`src/rtl/usbdev_pkg.sv`:
```
// Shared types and default timing for the USB full-speed device link controller.
// Cycle defaults assume the 48 MHz USB clock.
package usbdev_pkg;

  typedef enum logic [2:0] {
    LINK_DISCONNECTED = 3'd0,
    LINK_POWERED      = 3'd1,
    LINK_ACTIVE       = 3'd2,
    LINK_SUSPEND      = 3'd3,
    LINK_ACTIVE_NOSOF = 3'd4
  } link_state_e;

  localparam int unsigned DEFAULT_PWR_DEBOUNCE_CYCLES = 480;     // 10 us
  localparam int unsigned DEFAULT_RESET_CYCLES        = 120;     // 2.5 us
  localparam int unsigned DEFAULT_IDLE_CYCLES         = 144000;  // 3 ms
  localparam int unsigned DEFAULT_RESUME_CYCLES       = 48;      // 1 us

endpackage

```
`src/rtl/usbdev_debounce.sv`:
```
// Level debouncer: the output follows the input only after the input has
// differed from it for Cycles consecutive clocks.
module usbdev_debounce
  import usbdev_pkg::*;
#(
  parameter int unsigned Width  = 1,
  parameter int unsigned Cycles = DEFAULT_PWR_DEBOUNCE_CYCLES
) (
  input  logic             clk_i,
  input  logic             rst_ni,
  input  logic [Width-1:0] d_i,
  output logic [Width-1:0] q_o
);

  localparam int unsigned CntW = (Cycles > 1) ? $clog2(Cycles) : 1;
  localparam logic [CntW-1:0] CntLast = CntW'(Cycles - 1);

  logic [CntW-1:0] cnt_q;

  always_ff @(posedge clk_i or negedge rst_ni) begin
    if (!rst_ni) begin
      q_o   <= '0;
      cnt_q <= '0;
    end else if (d_i != q_o) begin
      if (cnt_q == CntLast) begin
        q_o   <= d_i;
        cnt_q <= '0;
      end else begin
        cnt_q <= cnt_q + CntW'(1);
      end
    end else begin
      cnt_q <= '0;
    end
  end

endmodule

```
`src/rtl/usbdev_link_ctrl.sv`:
```
// USB full-speed device link sequencer: VBUS debounce, D+ pull-up control,
// bus reset / suspend / resume detection from the received line state.
//
// state        | meaning
// DISCONNECTED | no VBUS or not enabled, pull-up off
// POWERED      | VBUS ok and connect requested, pull-up on, awaiting bus reset
// ACTIVE       | enumerated traffic expected
// SUSPEND      | bus idle for 3 ms, I/O in suspend
module usbdev_link_ctrl
  import usbdev_pkg::*;
#(
  parameter int unsigned PwrDebounceCycles = DEFAULT_PWR_DEBOUNCE_CYCLES,
  parameter int unsigned ResetCycles       = DEFAULT_RESET_CYCLES,
  parameter int unsigned IdleCycles        = DEFAULT_IDLE_CYCLES,
  parameter int unsigned ResumeCycles      = DEFAULT_RESUME_CYCLES
) (
  input  logic       clk_i,
  input  logic       rst_ni,
  input  logic       connect_en_i,
  input  logic       usb_pwr_sense_i,
  input  logic       usb_rx_d_i,
  input  logic       usb_rx_se0_i,
  input  logic       usb_tx_oe_i,
  output logic       usb_pullup_en_o,
  output logic       usb_suspend_o,
  output logic [2:0] link_state_o,
  output logic       link_reset_o,
  output logic       rst_evt_o,
  output logic       suspend_evt_o,
  output logic       resume_evt_o,
  output logic       disconnect_evt_o
);

  localparam int unsigned Se0W = $clog2(ResetCycles + 1);
  localparam int unsigned JW   = $clog2(IdleCycles + 1);
  localparam int unsigned KW   = $clog2(ResumeCycles + 1);
  localparam logic [Se0W-1:0] Se0Max = Se0W'(ResetCycles);
  localparam logic [Se0W-1:0] Se0Pre = Se0W'(ResetCycles - 1);
  localparam logic [JW-1:0]   JMax   = JW'(IdleCycles);
  localparam logic [JW-1:0]   JPre   = JW'(IdleCycles - 1);
  localparam logic [KW-1:0]   KMax   = KW'(ResumeCycles);
  localparam logic [KW-1:0]   KPre   = KW'(ResumeCycles - 1);

  logic            pwr_ok;
  link_state_e     state_q, state_d;
  logic [Se0W-1:0] se0_cnt_q;
  logic [JW-1:0]   j_cnt_q;
  logic [KW-1:0]   k_cnt_q;
  logic            se0_hit_q, j_hit_q, k_hit_q;
  logic            line_se0, line_j, line_k, link_off;
  logic            rst_evt_d, suspend_evt_d, resume_evt_d, disconnect_evt_d;

  usbdev_debounce #(
    .Width (1),
    .Cycles(PwrDebounceCycles)
  ) u_pwr_debounce (
    .clk_i (clk_i),
    .rst_ni(rst_ni),
    .d_i   (usb_pwr_sense_i),
    .q_o   (pwr_ok)
  );

  assign line_se0 = usb_rx_se0_i;
  assign line_j   = !usb_rx_se0_i && usb_rx_d_i;
  assign line_k   = !usb_rx_se0_i && !usb_rx_d_i;
  assign link_off = !pwr_ok || !connect_en_i || (state_q == LINK_DISCONNECTED);

  // Hit flags pulse on the single clock a run length first reaches its
  // threshold; saturation keeps a long episode from re-qualifying.
  always_ff @(posedge clk_i or negedge rst_ni) begin
    if (!rst_ni) begin
      se0_cnt_q <= '0;
      j_cnt_q   <= '0;
      k_cnt_q   <= '0;
      se0_hit_q <= 1'b0;
      j_hit_q   <= 1'b0;
      k_hit_q   <= 1'b0;
    end else if (usb_tx_oe_i || link_off) begin
      se0_cnt_q <= '0;
      j_cnt_q   <= '0;
      k_cnt_q   <= '0;
      se0_hit_q <= 1'b0;
      j_hit_q   <= 1'b0;
      k_hit_q   <= 1'b0;
    end else begin
      se0_cnt_q <= !line_se0 ? '0 : (se0_cnt_q == Se0Max) ? se0_cnt_q : se0_cnt_q + Se0W'(1);
      j_cnt_q   <= !line_j   ? '0 : (j_cnt_q == JMax)     ? j_cnt_q   : j_cnt_q + JW'(1);
      k_cnt_q   <= !line_k   ? '0 : (k_cnt_q == KMax)     ? k_cnt_q   : k_cnt_q + KW'(1);
      se0_hit_q <= line_se0 && (se0_cnt_q == Se0Pre);
      j_hit_q   <= line_j && (j_cnt_q == JPre);
      k_hit_q   <= line_k && (k_cnt_q == KPre);
    end
  end

  always_comb begin
    state_d          = state_q;
    rst_evt_d        = 1'b0;
    suspend_evt_d    = 1'b0;
    resume_evt_d     = 1'b0;
    disconnect_evt_d = 1'b0;
    unique case (state_q)
      LINK_DISCONNECTED: begin
        if (pwr_ok && connect_en_i) state_d = LINK_POWERED;
      end
      LINK_POWERED, LINK_ACTIVE, LINK_SUSPEND: begin
        if (!pwr_ok) begin
          state_d          = LINK_DISCONNECTED;
          disconnect_evt_d = 1'b1;
        end else if (!connect_en_i) begin
          state_d = LINK_DISCONNECTED;
        end else if (se0_hit_q) begin
          state_d   = LINK_ACTIVE;
          rst_evt_d = 1'b1;
        end else if (state_q == LINK_SUSPEND) begin
          if (k_hit_q) begin
            state_d      = LINK_ACTIVE;
            resume_evt_d = 1'b1;
          end
        end else if (j_hit_q) begin
          state_d       = LINK_SUSPEND;
          suspend_evt_d = 1'b1;
        end
      end
      default: state_d = LINK_DISCONNECTED;
    endcase
  end

  always_ff @(posedge clk_i or negedge rst_ni) begin
    if (!rst_ni) begin
      state_q          <= LINK_DISCONNECTED;
      usb_pullup_en_o  <= 1'b0;
      usb_suspend_o    <= 1'b0;
      link_reset_o     <= 1'b0;
      rst_evt_o        <= 1'b0;
      suspend_evt_o    <= 1'b0;
      resume_evt_o     <= 1'b0;
      disconnect_evt_o <= 1'b0;
    end else begin
      state_q          <= state_d;
      usb_pullup_en_o  <= (state_d != LINK_DISCONNECTED);
      usb_suspend_o    <= (state_d == LINK_SUSPEND);
      link_reset_o     <= (state_d != LINK_DISCONNECTED) && (se0_cnt_q == Se0Max);
      rst_evt_o        <= rst_evt_d;
      suspend_evt_o    <= suspend_evt_d;
      resume_evt_o     <= resume_evt_d;
      disconnect_evt_o <= disconnect_evt_d;
    end
  end

  assign link_state_o = state_q;

endmodule

```
`config.mk`:
```
export PLATFORM = sky130hd
export DESIGN_NAME = usbdev_link_ctrl
export DESIGN_NICKNAME = d
export VERILOG_FILES = /design/src/rtl/usbdev_pkg.sv /design/src/rtl/usbdev_debounce.sv /design/src/rtl/usbdev_link_ctrl.sv
export SDC_FILE = /design/constraint.sdc
export NUM_CORES = 1
export LEC_CHECK = 0
export ABC_AREA = 1
export CAP_MARGIN = 20
export CORE_ASPECT_RATIO = 1.5
export CORE_MARGIN = 2
export CORE_UTILIZATION = 30
export CTS_BUF_LIST = sky130_fd_sc_hd__clkbuf_16
export DETAILED_ROUTE_END_ITERATION = 6
export HOLD_SLACK_MARGIN = 0.08
export PLACE_DENSITY = 0.5
export REMOVE_ABC_BUFFERS = 1
export SLEW_MARGIN = 15
export SYNTH_ARGS = -nofsm -noshare
export SYNTH_HDL_FRONTEND = slang
export SYNTH_SLANG_ARGS = --single-unit
```
`constraint.sdc`:
```
create_clock -name clk_i -period 2.17 [get_ports clk_i]
set_input_delay 0.434 -clock clk_i [delete_from_list [all_inputs] [get_ports clk_i]]
set_output_delay 0.434 -clock clk_i [all_outputs]
set_load 0.03 [all_outputs]
```
==> summary.txt <==
RSZ-0062 raised after global routing: no
Crit Path Class: reg2out
Initial core utilization: 31.1%
Setup_tns: 0 ns
Fillers: 895
Maximum capacitance violations: 0
Max FO, Critical Path: 4
Clock sinks: 54
Buf/Inv on CP: 1
First-pass GRT wire length: 9.50 mm
CTS Buf Count: 5
Core area: 0.00888 mm^2
Register area share after synthesis: 49.0%
I/O pins: 17
Area leader, netlist: dfrtp_1
Critical Path Slowest Stage Cell: clkdlybuf4s50_1
Routed vias: 2147
CTS root buffer: clkbuf_16
Synth Instances: 337
Seq pwr share: 53.3%
Clk slew on worst S/H paths: 0.07 ns
Startpoint Class: flip-flop
Post-synth EDFFs: 0
Seq cells post-synth: 54
Final ANT Viol Nets: 0
Placer Congestion: 0.780
Post-synth top flop: dfrtp_1
Async SR Flop Fraction: 100%
CP Cell Sequence: clkdlybuf4s50_1
Clk buf depth: 2
Post-Route WL: 5.44 mm
Grt total ovfl: 0
Post-CTS Resized: 0
Leak Pwr: 1.37 nW
Achievable Freq: 555 MHz
Hold Buf Count CTS: 0
CP Capture Type: output port
Final period util: 83.1%
Die Y-Extent: 121 um
Slew headroom: 65.1%
Yosys top cell area share: 49.0%
Status: completed
Commonest cells post-synth: 62 x nand2_1, 54 x dfrtp_1, 51 x nor2_1, 46 x inv_1, 27 x nand3_1
Crit Reg-Reg Startpoint: j_cnt_q[0]
Layout cells sized above 1: 8.59%
Clock Latency Late Sink: 0.30 ns
Fin. max-slew vios: 0
DR iter-0 viols: 126
Cell Rows: 42
Htree depth: 2
Yosys warns: 0
Vias per inst: 4.56
Final setup vio count: 0
Syn-to-layout area delta: 16.2%
Comb power frac: 4.9%
Dpl ws: 0.261 ns
Worst Path Arrival: 1.37 ns
Port Buf Inserts: 16
Setup ws final: 0.368 ns
Number of global-route vias before repair: 2182
Synth area leaders: dfrtp_1 49%, nand2_1 8.4%, nor2_1 6.9%
Psw: 0.443 mW
Avg Cell Area, Syn: 8.18 um^2
Gr usage total: 12.4%
Cell family with most CP delay: buffers and inverters
Clk pwr share: 41.8%
Die W: 82.3 um
Crit-path max cell delay: 0.68 ns
Hold Vio Cnt, Final: 0
DRT Pass-1 Iters: 4
Tightest Hold Check Type: in2async
Largest net degree at the start of global routing: 33
Peak VDD IR: 0.505 mV
Synth cell types: 29
Routed length per placed instance: 11.6 um
Worst Skew: 0.00810 ns
Worst-Margin Slew: 0.523 ns
Period minus WS final: 1.80 ns
Post-CTS Setup Inserts: 0
Most common cell in the netlist: nand2_1
DRC: 0
Total Power: 1.92 mW
Fin nets: 374
Power per cell area: 599 mW/mm^2
Crit path from: link_state_o[1]
TritonCTS clock tree: built
Hpwl dp: 4.11 mm
Internal power: 1.48 mW
Mapped cell area: 0.00276 mm^2
Antenna cells: 0
WP data required: 1.74 ns
Die ar.: 0.00999 mm^2
Switching share of total power: 23.1%
Initial antenna violation count: 0
## flip-flops by register name, indices dropped and copies added (netlist names)
name                  count
resume_evt_o              1
u_pwr_debounce.q_o        1
se0_cnt_q                 7
j_hit_q                   1
suspend_evt_o             1
link_reset_o              1
j_cnt_q                  18
se0_hit_q                 1
k_cnt_q                   6
link_state_o              3
k_hit_q                   1
usb_suspend_o             1
u_pwr_debounce.cnt_q      9
disconnect_evt_o          1
usb_pullup_en_o           1
rst_evt_o                 1
## worst paths after layout
check	endpoint	slack, ns	cells past startpoint
worst max-delay path	link_state_o[1]	0.37	1
worst min-delay path	link_reset_o	0.11	1
worst max register to register	j_cnt_q[12]	0.53	9
worst min register to register	u_pwr_debounce.cnt_q[0]	0.46	1
max in group asynchronous	j_cnt_q[14]	1.51	2
min in group clk_i	u_pwr_debounce.cnt_q[0]	0.46	1
## placed cells by master, fill, tap and decap left out, drive strengths merged
cell type	n
conb	1
clkinv	4
a21oi	21
xnor2	2
clkdlybuf4s50	15
nor3b	4
dfrtp	54
nand3b	2
nand4	8
nor2	57
nand3	28
nor3	14
or2	1
o21bai	1
ha	7
o21ai	11
nand2	67
and3	1
a31oi	2
buf	2
clkbuf	5
xor2	6
inv	48
## kinds of logic after synthesis
| group | after synthesis | synth area share, % |
|---|---|---|
| AND/OR/NAND/NOR | 182 | 30.9 |
| flip-flops | 54 | 49.0 |
| buffers and inverters | 50 | 7.12 |
| AO/OA/AOI/OAI | 35 | 7.08 |
| XOR/XNOR | 8 | 2.54 |
| adder cells (fa/ha/maj) | 7 | 3.18 |
| other | 1 | 0.136 |
## per-layer routing
metal	up-vias	share of wire [%]	track usage [%]
met3	8	2.0	2.75
met2	18	52	21.9
met1	1006	44	13.9
met4	0	2.1	5.42
met5	-	0	0
li1	1115	-	-
## metrics by stage
step / hold WS [ns] / std cells / util, % / cell area [um^2]
detailed placement: 0.458 / 463 / 34.4 / 3060
global route: 0.146 / 471 / 36.1 / 3210
global placement: 0.447 / 463 / 34.4 / 3060
CTS: 0.130 / 471 / 36.1 / 3210
finish: 0.108 / 471 / 36.1 / 3210
floorplan: 0.138 / 336 / - / 2750
## layout make-up
type / count / area (um^2) / area share [%]
multi-input cells: 233 / 1210 / 37.7
repair buffers: 17 / 175 / 5.46
flip-flops and latches: 54 / 1350 / 42.2
well taps: 110 / 138 / 4.29
clock inverters: 3 / 21.3 / 0.664
inverters: 49 / 185 / 5.78
clock buffers: 5 / 125 / 3.90
## power by group through the flow
stage | registers [mW] | clock network (mW) | logic [mW]
5_1_grt | 1.02 | 0.872 | 0.108
3_3_place_gp | 1.04 | 0 | 0.0972
6_report | 1.02 | 0.803 | 0.0938
4_1_cts | 1.02 | 0.832 | 0.0978
3_5_place_dp | 1.04 | 0 | 0.0974
2_1_floorplan | 1.05 | 0 | 0.0390
(Power assumes the default switching activity.)
